===== src/rtl/constant_burst_source_pkg.sv =====
// constant_burst_source_pkg
//   Shared definitions for the constant burst source:
//   - state_t: FSM state encoding (IDLE = 0, RUN = 1)
//   - DEFAULT_WORD_WIDTH / DEFAULT_COUNT_WIDTH: default widths for the
//     emitted word and for the burst-length / stall counters.
package constant_burst_source_pkg;

  typedef enum logic {
    IDLE = 1'b0,
    RUN  = 1'b1
  } state_t;

  localparam int DEFAULT_WORD_WIDTH  = 8;
  localparam int DEFAULT_COUNT_WIDTH = 8;

endpackage


===== src/rtl/burst_down_counter.sv =====
// burst_down_counter
//   Holds the number of words still to be emitted in the current burst.
//   Ports:
//     clock      in   rising-edge clock
//     clear      in   asynchronous active-high reset (count -> 0)
//     load       in   load load_value (takes priority over decrement)
//     load_value in   WIDTH  value to load
//     decrement  in   count down by one (ignored at zero)
//     count      out  WIDTH  current count
//     is_one     out  count == 1
//     is_zero    out  count == 0
module burst_down_counter
  import constant_burst_source_pkg::*;
#(
  parameter int WIDTH = DEFAULT_COUNT_WIDTH
) (
  input  logic             clock,
  input  logic             clear,
  input  logic             load,
  input  logic [WIDTH-1:0] load_value,
  input  logic             decrement,
  output logic [WIDTH-1:0] count,
  output logic             is_one,
  output logic             is_zero
);

  assign is_one  = (count == WIDTH'(1));
  assign is_zero = (count == '0);

  // Decrement is blocked at zero so the count can never wrap to all-ones.
  always_ff @(posedge clock or posedge clear) begin
    if (clear) begin
      count <= '0;
    end else if (load) begin
      count <= load_value;
    end else if (decrement && !is_zero) begin
      count <= count - WIDTH'(1);
    end
  end

endmodule


===== src/rtl/constant_burst_source.sv =====
// constant_burst_source
//   Emits bursts of a constant word. A burst of start_length words is
//   requested through the start handshake; the words are then offered on
//   the constant_* stream, one per cycle when the consumer is ready.
//
//   Handshakes (both interfaces): a transfer happens on a rising clock edge
//   where valid && ready. start_ready is high exactly in IDLE;
//   constant_valid is high exactly in RUN and never drops without a
//   transfer of the final word.
//
//   Ports:
//     clock          in   rising-edge clock
//     clear          in   asynchronous active-high reset
//     start_valid    in   burst request offered
//     start_ready    out  burst request can be accepted (IDLE)
//     start_length   in   COUNT_WIDTH  words in the requested burst
//     constant_valid out  constant_out holds a word (RUN)
//     constant_ready in   consumer accepts the word
//     constant_out   out  WORD_WIDTH  always VALUE
//     burst_last     out  current word is the last of the burst
//     burst_done     out  one-cycle pulse in the first IDLE cycle after a burst
//                         (also one cycle after a zero-length request)
//     stall_count    out  COUNT_WIDTH  backpressure cycles in current/last burst
//     fsm_state      out  debug view of the FSM state (0 = IDLE, 1 = RUN)
//
//   Configuration:
//     CONSTANT_BURST_SOURCE_STALL_COUNT_EN  when defined, stall_count counts
//     RUN cycles with constant_ready low (saturating, cleared on each start
//     handshake); otherwise stall_count is tied to zero.
module constant_burst_source
  import constant_burst_source_pkg::*;
#(
  parameter int                    WORD_WIDTH  = DEFAULT_WORD_WIDTH,
  parameter logic [WORD_WIDTH-1:0] VALUE       = '0,
  parameter int                    COUNT_WIDTH = DEFAULT_COUNT_WIDTH
) (
  input  logic                   clock,
  input  logic                   clear,
  input  logic                   start_valid,
  output logic                   start_ready,
  input  logic [COUNT_WIDTH-1:0] start_length,
  output logic                   constant_valid,
  input  logic                   constant_ready,
  output logic [WORD_WIDTH-1:0]  constant_out,
  output logic                   burst_last,
  output logic                   burst_done,
  output logic [COUNT_WIDTH-1:0] stall_count,
  output logic                   fsm_state
);

  state_t                 state;
  logic                   start_fire;
  logic                   out_fire;
  logic                   last_fire;
  logic [COUNT_WIDTH-1:0] remaining;
  logic                   remaining_is_one;
  logic                   remaining_is_zero;

  // Stream outputs are pure decodes of registered state.
  assign start_ready    = (state == IDLE);
  assign constant_valid = (state == RUN);
  assign constant_out   = VALUE;
  assign burst_last     = constant_valid && remaining_is_one;
  assign fsm_state      = state;

  assign start_fire = start_valid && start_ready;
  assign out_fire   = constant_valid && constant_ready;
  // is_zero is a defensive exit: RUN with nothing left must not hang.
  assign last_fire  = out_fire && (remaining_is_one || remaining_is_zero);

  burst_down_counter #(
    .WIDTH(COUNT_WIDTH)
  ) u_remaining (
    .clock      (clock),
    .clear      (clear),
    .load       (start_fire),
    .load_value (start_length),
    .decrement  (out_fire),
    .count      (remaining),
    .is_one     (remaining_is_one),
    .is_zero    (remaining_is_zero)
  );

  always_ff @(posedge clock or posedge clear) begin
    if (clear) begin
      state      <= IDLE;
      burst_done <= 1'b0;
    end else begin
      case (state)
        IDLE: begin
          // A zero-length request completes immediately without entering RUN.
          burst_done <= start_fire && (start_length == '0);
          if (start_fire && (start_length != '0)) begin
            state <= RUN;
          end
        end
        RUN: begin
          burst_done <= last_fire;
          if (last_fire) begin
            state <= IDLE;
          end
        end
        default: begin
          state      <= IDLE;
          burst_done <= 1'b0;
        end
      endcase
    end
  end

`ifdef CONSTANT_BURST_SOURCE_STALL_COUNT_EN
  logic [COUNT_WIDTH-1:0] stall_q;

  // Counts RUN cycles without a transfer; holds its value after the burst
  // so it can be read once burst_done is seen.
  always_ff @(posedge clock or posedge clear) begin
    if (clear) begin
      stall_q <= '0;
    end else if (start_fire) begin
      stall_q <= '0;
    end else if (constant_valid && !constant_ready && (stall_q != '1)) begin
      stall_q <= stall_q + COUNT_WIDTH'(1);
    end
  end

  assign stall_count = stall_q;
`else
  assign stall_count = '0;
`endif

endmodule


===== config.mk =====
export PLATFORM = sky130hd
export DESIGN_NAME = constant_burst_source
export DESIGN_NICKNAME = d
export VERILOG_FILES = /design/src/rtl/constant_burst_source_pkg.sv /design/src/rtl/burst_down_counter.sv /design/src/rtl/constant_burst_source.sv
export SDC_FILE = /design/constraint.sdc
export NUM_CORES = 1
export LEC_CHECK = 0
export ABC_CLOCK_PERIOD_IN_PS = 1500
export BUFFER_PORTS_ARGS = -buffer_cell sky130_fd_sc_hd__buf_2
export CORE_UTILIZATION = 30
export DETAILED_ROUTE_END_ITERATION = 10
export GPL_TIMING_DRIVEN = 1
export HOLD_SLACK_MARGIN = 0.12
export PLACE_DENSITY_LB_ADDON = 0.15
export SETUP_SLACK_MARGIN = 0.4
export SLEW_MARGIN = 20
export SYNTH_ARGS = -nofsm -noshare
export SYNTH_HDL_FRONTEND = slang
export SYNTH_SLANG_ARGS = --single-unit

===== constraint.sdc =====
create_clock -name clock -period 1.5 [get_ports clock]
set_input_delay 0 -clock clock [delete_from_list [all_inputs] [get_ports clock]]
set_output_delay 0 -clock clock [all_outputs]
set_load 0.05 [all_outputs]

==> out/metrics.yaml, run 1 <==
crit_chain: "nor4_4 -> buf_4 -> a31oi_4 -> mux2_4 -> o21a_1"
post_layout_nonfiller_instances: 170
wl_per_cell_microns: 12.7
synth.avg_cell_area_sq_um: 8.79
ys_ff_latch: 10
period_minus_slack_ns: 1.57
fp.coreArea_sq_um: 2480
p_int_uw: 1240
finalInstanceArea_sq_um: 1290
firstDrtPassIters: 4
numPortBuffers: 16
design.die.area_sq_um: 2850
p_sw_share_pct: 45.5
tritoncts: "yes"
clkLatencyLatePin_ns: 0.29
fin_ws_ns: -0.0705
synthesis.area_sq_um: 791
drt_wl_total_microns: 2170
setup_viol: 5
slowest_delay_ns: 0.42
endpoint_kind: "flip-flop"
yosys_warnings: 0
gp_congestion: 0.756
cp_slowest_cell: "dfrtp_1"
die_h_microns: 53.3
leakage_uw: 0.000589
grt.overflow.total: 0
syn_inst: 90
cap_violations: 0
hold_viol_final: 0
drt-initial-drc-count: 7
timing.fmax_mhz: 637
total_power_uw: 2270
cts_root_buf: "clkbuf_4"
nNetsFinal: 156
initial_core_util_pct: 31.9
vias: 789
numClockSinks: 10
hp-class: "primary input to flip-flop"
async_flop_share_pct: 100
cp_max_fo: 4
die-width_microns: 53.3
synth_edf_count: 0
violations: "negative setup slack"
powerDensity_nw_per_um2: 1760
std_cell_rows: 18
synth_area_leaders: "dfrtp_1 (32%), buf_4 (16%), ha_1 (4.7%)"
slew_violations: 0
design.portCount: 33
worstPathRequired_ns: 1.67
grt_usage_pct: 16.1
clkTransAtPathRegs_ns: 0.07
fin_crit_sh_pct: 105
hpwl_microns: 1400
ant_nets: 0
dp_cells: 146
dp_slack_ns: -0.0747
power_frac_seq_pct: 23.0
holdWs_ns: 0.147
critPathKind: "flip-flop to flip-flop"
grt_pass1_vias: 699
power.switching_uw: 1030
critPathLaunchType: "flip-flop"
viasPerCell: 4.64
antenna_cells: 0
yosysMostFrequentCell: "buf_4"
grt_max_degree: 12
synth_top_area_share_pct: 31.6
yosysUniqueCellTypes: 37
ir_worst_vdd_mv: 0.873
drive_above_1_share_pct: 47.1
netlist_top_cells_count: "buf_4 (17), dfrtp_1 (10), nand2_1 (7)"
dpl_cell_area_sq_um: 970
synthFlopType: "dfrtp_1"
seq_area_frac_synth_pct: 31.6
finClkSkew_ns: 0.00975
grt_pass1_wl_microns: 3170
area_growth_pct: 62.7
rsz0062_at_grt: "yes"
crit_arrival_ns: 1.74
cts_htree_levels: 1
outcome: "finished, violations left"
p_comb_share_pct: 67.3
yosys.area.top_type: "dfrtp_1"
antenna_found_initial: 0
p_clk_share_pct: 9.6
numCtsBuffers: 3
drc_errors: 0
clockBufferDepth: 2
==> layout make-up <==
type / count / area (sq um)
Fill cell: 240 / 1190
Multi-Input combinational cell: 71 / 563
Timing Repair Buffer: 50 / 389
Sequential cell: 10 / 251
Tap cell: 30 / 37.5
Clock buffer: 4 / 26.3
Inverter: 5 / 18.8
==> flip-flops by register name, summed over array words and instances, names as in the netlist <==
name,count
burst_done,1
constant_valid,1
u_remaining.count,8
==> cell families (layout without fill, tap and decap cells) <==
| kind of cell | after synthesis | count (layout) | share of synthesized area [%] |
|---|---|---|---|
| compound gates | 17 | 17 | 16.9 |
| mux | 2 | 2 | 2.69 |
| fa+ha+maj | 3 | 3 | 4.75 |
| flops | 10 | 10 | 31.6 |
| xor+xnor | 1 | 1 | 1.11 |
| buf+inv | 24 | 59 | 19.6 |
| other cells | 1 | 16 | 0.474 |
| simple gates | 32 | 32 | 22.8 |
==> metal layers <==
metal | routed length (microns) | track usage [%] | share of wire [%] | up-vias
met2 | 1130 | 29.4 | 52 | 30
li1 | - | - | - | 384
met4 | 53 | 5.26 | 2.4 | 0
met5 | 0 | 0 | 0 | -
met3 | 102 | 3.45 | 4.7 | 5
met1 | 880 | 18.1 | 41 | 370
==> stage by stage <==
step / setup TNS [ns] / utilization (%)
final: -0.143 / 51.9
after global routing: -0.507 / 51.9
after CTS: -0.157 / 48.3
after detailed placement: -0.222 / 39.1
after global placement: -0.123 / 39.1
after floorplan: -0.104 / -
==> power by group through the flow <==
| stage | combinational, uW | sequential, uW | clock (uW) |
|---|---|---|---|
| 3_3_place_gp | 1110 | 520 | 0 |
| 6_report | 1530 | 522 | 219 |
| 4_1_cts | 1310 | 523 | 214 |
| 2_1_floorplan | 722 | 567 | 0 |
| 3_5_place_dp | 1100 | 522 | 0 |
| 5_1_grt | 1640 | 537 | 243 |
==> worst max-delay path: cells and delay by family (launching register included) <==
kind	cells	cell delay (ns)
muxes	1	0.31
and+or+nand+nor	1	0.30
AOI/OAI and AO/OA	2	0.27
DFF	1	0.42
buffers and inverters	1	0.17
==> path summary, 6_finish.rpt <==
kind / end / from / cells after the start / slack [ns]
max in group asynchronous: constant_valid / clear / 3 / 0.94
worst max-delay path: u_remaining.count[5] / u_remaining.count[7] / 5 / -0.07
worst min register to register: u_remaining.count[2] / u_remaining.count[2] / 2 / 0.60
worst min-delay path: u_remaining.count[3] / constant_ready / 4 / 0.15
worst max register to register: u_remaining.count[5] / u_remaining.count[7] / 5 / -0.07
min in group asynchronous: burst_done / clear / 3 / 0.24
==> placed cells by master (no fill, tap or decap), drive strengths merged, types with 2 or more instances in the layout <==
master,count
or2,2
nor2,5
a31oi,2
a21oi,2
nand2,7
clkbuf,7
a211oi,2
nor3,4
nor4,3
ha,3
conb,16
o21ai,3
buf,37
dfrtp,10
a22o,2
nand3,4
inv,5
dlygate4sd3,10
==> what timing repair did <==
action,4_1_cts,5_1_grt
endpoints found under the hold margin,20,0
pin swaps,7,7
cloned,0,0
setup buffers,7,3
setup endpoints to repair,11,14
hold buffers,10,0
gates resized for setup,15,14
(Power assumes the default switching activity.)
==> run 2: changes to the inputs <==
--- a/config.mk
+++ b/config.mk
@@ -16,4 +16,5 @@
 export SLEW_MARGIN = 20
 export SYNTH_ARGS = -nofsm -noshare
 export SYNTH_HDL_FRONTEND = slang
+export SYNTH_HIERARCHICAL = 1
 export SYNTH_SLANG_ARGS = --single-unit
==> out/metrics.yaml, run 2 <==
finClkSkew_ns: 0.00215  # was 0.00975 ns
fin_crit_sh_pct: 121  # was 105%
timing.fmax_mhz: 552  # was 637 MHz
hold_viol_final: 0  # unchanged
rsz0062_at_grt: "yes"  # unchanged
fp.coreArea_sq_um: 2570  # was 2480 sq um
numPortBuffers: 16  # unchanged
p_int_uw: 1330  # was 1240 uW
drt_wl_total_microns: 2360  # was 2170 microns
die-width_microns: 54.9  # was 53.3 microns
multi_input_area_sq_um: 582  # was 563 sq um
seq_area_frac_synth_pct: 29.9  # was 31.6%
slew_violations: 0  # unchanged
slowest_delay_ns: 0.56  # was 0.42 ns
synth_edf_count: 0  # unchanged
cp_slowest_cell: "or4_4"  # was dfrtp_1
nNetsFinal: 165  # was 156
wl_per_cell_microns: 13.2  # was 12.7 microns
setup_viol: 10  # was 5
ir_worst_vdd_mv: 0.919  # was 0.873 mV
outcome: "finished, violations left"  # unchanged
synthesis.area_sq_um: 838  # was 791 sq um
tritoncts: "yes"  # unchanged
r2r-start: "u_remaining/count[3]"  # was u_remaining.count[7]
slew_headroom_pct: 64.3
area_growth_pct: 63.4  # was 62.7%
worst_slew_pin_slew_ns: 0.529
cp_max_fo: 2  # was 4
hp-class: "primary input to async pin"  # was primary input to flip-flop
hpwl_microns: 1680  # was 1400 microns
syn_inst: 95  # was 90
crit_arrival_ns: 1.81  # was 1.74 ns
design.die.area_sq_um: 3010  # was 2850 sq um
design.portCount: 33  # unchanged
largest_register_ffs: 8  # unchanged
ys_ff_latch: 10  # unchanged
yosys_warnings: 6  # was 0
clkLatencyLatePin_ns: 0.27  # was 0.29 ns
mostFrequentLayoutCells: "buf_4 (24), conb_1 (16), buf_2 (12)"  # was buf_4 (21), conb_1 (16), buf_2 (12)
gp_congestion: 0.796  # was 0.756
cts_root_buf: "clkbuf_4"  # unchanged
cp_top_family: "simple AND/OR/NAND/NOR gates"  # was flip-flops
critPathKind: "flip-flop to output port"  # was flip-flop to flip-flop
nFillCells: 257  # was 240
leakage_uw: 0.000637  # was 0.000589 uW
grt_max_degree: 15  # was 12
firstDrtPassIters: 4  # unchanged
clkTransAtPathRegs_ns: 0.07  # about the same
drt-initial-drc-count: 20  # was 7
antenna_found_initial: 0  # unchanged
dp_cells: 161  # was 146
synth_area_leaders: "dfrtp_1 (30%), buf_4 (15%), ha_1 (4.5%)"  # was dfrtp_1 (32%), buf_4 (16%), ha_1 (4.7%)
yosys.area.top_type: "dfrtp_1"  # unchanged
viasPerCell: 4.80  # was 4.64
post_layout_nonfiller_instances: 179  # was 170
async_flop_share_pct: 100  # unchanged
die_h_microns: 54.9  # was 53.3 microns
startpoint: "u_remaining/count[3]"  # was u_remaining.count[7]
critPathLaunchType: "flip-flop"  # unchanged
endpoint_kind: "output port"  # was flip-flop
yosysUniqueCellTypes: 40  # was 37
synth_top_area_share_pct: 29.9  # was 31.6%
violations: "negative setup slack"  # unchanged
netlist_top_cells_count: "buf_4 (17), dfrtp_1 (10), nor2_1 (7)"  # was buf_4 (17), dfrtp_1 (10), nand2_1 (7)
worstPathRequired_ns: 1.50  # was 1.67 ns
vias: 860  # was 789
numCtsBuffers: 3  # unchanged
power.switching_uw: 1000  # was 1030 uW
final_common_cell: "buf_4"  # unchanged
p_comb_share_pct: 68.0  # was 67.3%
yosysMostFrequentCell: "buf_4"  # unchanged
period_minus_slack_ns: 1.81  # was 1.57 ns
numClockSinks: 10  # unchanged
utilization_pct: 53.4  # was 51.9%
clockBufferDepth: 2  # unchanged
crit_chain: "or4_4 -> nor4b_4 -> and2_4 -> buf_8"  # was nor4_4 -> buf_4 -> a31oi_4 -> mux2_4 -> o21a_1
synthFlopType: "dfrtp_1"  # unchanged
powerDensity_nw_per_um2: 1710  # was 1760 nW/um^2
cap_violations: 0  # unchanged
std_cell_rows: 18  # unchanged
cts_htree_levels: 1  # unchanged
drive_above_1_share_pct: 49.7  # was 47.1%
p_clk_share_pct: 10.9  # was 9.6%
p_sw_share_pct: 43.0  # was 45.5%
drc_errors: 0  # unchanged
grt_pass1_vias: 802  # was 699
ant_nets: 0  # unchanged
grt_pass1_wl_microns: 3800  # was 3170 microns
grt_usage_pct: 18.5  # was 16.1%
synth.avg_cell_area_sq_um: 8.82  # was 8.79 sq um
fin_ws_ns: -0.312  # was -0.0705 ns
grt.overflow.total: 0  # unchanged
antenna_cells: 0  # unchanged
registers.top_by_ff_count: "u_remaining/count"  # was u_remaining.count
cp.buffers_inverters: 1  # unchanged
power_frac_seq_pct: 21.0  # was 23.0%
regArea_sq_um: 251  # unchanged
initial_core_util_pct: 32.7  # was 31.9%
==> run 2: repair_timing <==
action                     4_1_cts  5_1_grt
hold endpoints to repair        20        0
setup buffers                    2        3
pin swaps                       13        8
resized for setup               30        9
setup endpoints to repair       12       12
hold buffers                     9        0
==> run 2: layout make-up <==
class,instances,area share [%]
Multi-Input combinational cell,74,42.5
Timing Repair Buffer,55,32.1
Sequential cell,10,18.4
Tap cell,30,2.74
Clock buffer,4,2.65
Inverter,6,1.74
==> run 2: metrics by stage <==
stage | area [sq um] | hold slack, ns | power (uW) | setup WS (ns) | setup TNS (ns)
final | 1370 | 0.124 | 2340 | -0.312 | -1.40
after global routing | 1370 | 0.128 | 2510 | -0.382 | -2.05
after CTS | 1310 | 0.120 | 2210 | -0.304 | -1.59
after detailed placement | 1060 | -0.135 | 1690 | -0.293 | -1.64
after global placement | 1060 | -0.141 | 1680 | -0.250 | -1.57
after floorplan | 903 | -0.259 | 1220 | -0.413 | -1.57
==> run 2: logic make-up after synthesis <==
family | count (synthesis) | share of synthesized area (%)
and+or+nand+nor | 34 | 26.0
buffers and inverters | 26 | 20.3
AOI/OAI and AO/OA | 21 | 19.0
DFF | 10 | 29.9
adders and majority gates | 3 | 4.48
other | 1 | 0.447
==> run 2: path summary, 6_finish.rpt <==
check | slack, ns | endpoint | cells after the start
max in group asynchronous | 1.00 | u_remaining/count[5] | 3
max reg2reg | -0.26 | u_remaining/count[7] | 4
min reg2reg | 0.62 | u_remaining/count[3] | 2
min in group clock | 0.22 | u_remaining/count[7] | 4
min | 0.12 | burst_done | 3
max | -0.31 | burst_last | 4
==> run 2: per-layer routing <==
layer,up-vias,GRT usage [%],wire length (microns)
li1,422,-,-
met1,399,24.9,1080
met2,32,27.5,1100
met3,7,5.83,114
met4,0,6.41,61
met5,-,0,0
==> run 2: worst reg2reg max path: cells and delay by family (launching register included) <==
kind	cells	cell delay, ns
AOI/OAI and AO/OA	1	0.19
buffers and inverters	1	0.16
and+or+nand+nor	2	0.95
DFF	1	0.38
==> run 2: power groups by stage <==
stage | Combinational, uW | Clock (uW) | Sequential (uW)
after floorplan | 685 | 0 | 533
after global placement | 1200 | 0 | 478
after detailed placement | 1200 | 0 | 481
after CTS | 1460 | 261 | 490
after global routing | 1720 | 285 | 508
final | 1590 | 256 | 492
==> run 3: changes to the inputs <==
--- a/config.mk
+++ b/config.mk
@@ -11,7 +11,7 @@
 export DETAILED_ROUTE_END_ITERATION = 10
 export GPL_TIMING_DRIVEN = 1
 export HOLD_SLACK_MARGIN = 0.12
-export PLACE_DENSITY_LB_ADDON = 0.15
+export PLACE_DENSITY_LB_ADDON = 0.08
 export SETUP_SLACK_MARGIN = 0.4
 export SLEW_MARGIN = 20
 export SYNTH_ARGS = -nofsm -noshare
==> out/metrics.yaml, run 3 (same netlist as run 2, synthesis figures left out) <==
cp_max_fo: 3  # was 2
setup_viol: 10  # unchanged
grt_pass1_wl_microns: 3920  # was 3800 microns
critPathKind: "flip-flop to output port"  # unchanged
finClkSkew_ns: 0.000558  # was 0.00215 ns
reg2reg_depth: 6  # was 4
worstPathRequired_ns: 1.50  # about the same
hold_viol_final: 0  # unchanged
die-width_microns: 54.9  # unchanged
cts_htree_levels: 1  # unchanged
fin_ws_ns: -0.293  # was -0.312 ns
holdWs_ns: 0.0613  # was 0.124 ns
hold_buffers: 8  # was 9
numClockSinks: 10  # unchanged
r2r_end: "constant_valid"  # was u_remaining/count[7]
final_common_cell: "buf_4"  # unchanged
clkLatencyLatePin_ns: 0.27  # about the same
ir_worst_vdd_mv: 0.966  # was 0.919 mV
endpoint_kind: "output port"  # unchanged
vias: 911  # was 860
grt_usage_pct: 19.1  # was 18.5%
dpl_cell_area_sq_um: 1060  # unchanged
fp.coreArea_sq_um: 2570  # unchanged
holdPathStages: 4
std_cell_rows: 18  # unchanged
firstDrtPassIters: 4  # unchanged
nFillCells: 249  # was 257
crit_arrival_ns: 1.79  # was 1.81 ns
period_minus_slack_ns: 1.79  # was 1.81 ns
mostFrequentLayoutCells: "buf_4 (29), conb_1 (16), buf_2 (14)"  # was buf_4 (24), conb_1 (16), buf_2 (12)
drt_wl_total_microns: 2470  # was 2360 microns
viasPerCell: 5.01  # was 4.80
outcome: "finished, violations left"  # unchanged
antenna_cells: 0  # unchanged
drt-initial-drc-count: 10  # was 20
grt_pass1_vias: 834  # was 802
utilization_pct: 55.0  # was 53.4%
cts_root_buf: "clkbuf_4"  # unchanged
slew_violations: 0  # unchanged
numCtsBuffers: 3  # unchanged
die_h_microns: 54.9  # unchanged
rsz0062_at_grt: "yes"  # unchanged
grt.overflow.total: 0  # unchanged
timing.fmax_mhz: 558  # was 552 MHz
largest_register_ffs: 8  # unchanged
violations: "negative setup slack"  # unchanged
leakage_uw: 0.000653  # was 0.000637 uW
antenna_found_initial: 0  # unchanged
gp_congestion: 0.785  # was 0.796
powerDensity_nw_per_um2: 1760  # was 1710 nW/um^2
critPathLaunchType: "flip-flop"  # unchanged
wl_per_cell_microns: 13.6  # was 13.2 microns
nNetsFinal: 168  # was 165
hp-class: "primary input to flip-flop"  # was primary input to async pin
finalInstanceArea_sq_um: 1410  # was 1370 sq um
clockBufferDepth: 2  # unchanged
area_growth_pct: 68.4  # was 63.4%
registers.top_by_ff_count: "u_remaining/count"  # unchanged
fin_crit_sh_pct: 120  # was 121%
design.die.area_sq_um: 3010  # unchanged
dp_slack_ns: -0.318  # was -0.293 ns
drive_above_1_share_pct: 52.0  # was 49.7%
grt_max_degree: 12  # was 15
initial_core_util_pct: 32.7  # unchanged
r2r-start: "u_remaining/count[5]"  # was u_remaining/count[3]
cap_violations: 0  # unchanged
cp-endpoint: "burst_last"  # unchanged
ant_nets: 0  # unchanged
r2r_setup_slack_ns: -0.26  # about the same
hpwl_microns: 1740  # was 1680 microns
numPortBuffers: 16  # unchanged
design.portCount: 33  # unchanged
startpoint: "u_remaining/count[5]"  # was u_remaining/count[3]
clkTransAtPathRegs_ns: 0.08  # was 0.07 ns
drc_errors: 0  # unchanged
tritoncts: "yes"  # unchanged
[run 3: area by class of cell]
class                   instances  area [sq um]  share of cell area, %
multi-input cells              74           609                   43.2
repair buffers                 58           450                   31.9
flip-flops and latches         10           251                   17.8
well taps                      30          37.5                   2.66
clock buffers                   4          36.3                   2.57
inverters                       6          26.3                   1.86
[run 3: layer usage]
metal / share of wire (%) / track usage (%)
met4: 0.65 / 6.41
met2: 49 / 30.7
met1: 47 / 25.2
met5: 0 / 0
met3: 3.4 / 3.33
[run 3: timing repair]
action	4_1_cts	5_1_grt
pin swaps	14	8
hold endpoints to repair	19	1
resized for setup	33	5
setup endpoints to repair	12	12
setup buffers	7	2
[run 3: how the worst min path moves through the flow]
stage,from,endpoint
floorplan,clear,burst_done
global placement,clear,burst_done
detailed placement,clear,burst_done
CTS,start_length[3],burst_done
global route,start_length[3],burst_done
finish,start_length[3],burst_done
[run 3: stage by stage]
| step | setup TNS [ns] | power, uW | instances |
|---|---|---|---|
| final | -1.68 | 2480 | 182 |
| after CTS | -1.59 | 2360 | 180 |
| after global placement | -1.55 | 1690 | 161 |
| after global routing | -2.24 | 2640 | 182 |
| after detailed placement | -1.65 | 1680 | 161 |
| after floorplan | -1.57 | 1220 | 110 |
[run 3: power breakdown]
group | internal [uW] | switching, uW | leakage [uW]
Sequential | 390 | 96.1 | 0.000119
Clock | 148 | 113 | 0.0000210
Combinational | 867 | 865 | 0.000513
[run 3: worst max-delay path, cell delays in order (launching register included)]
cell and delay, ns:
dfrtp_1 0.38, or4_4 0.56, nor4b_4 0.25, and2_4 0.19
buf_8 0.14
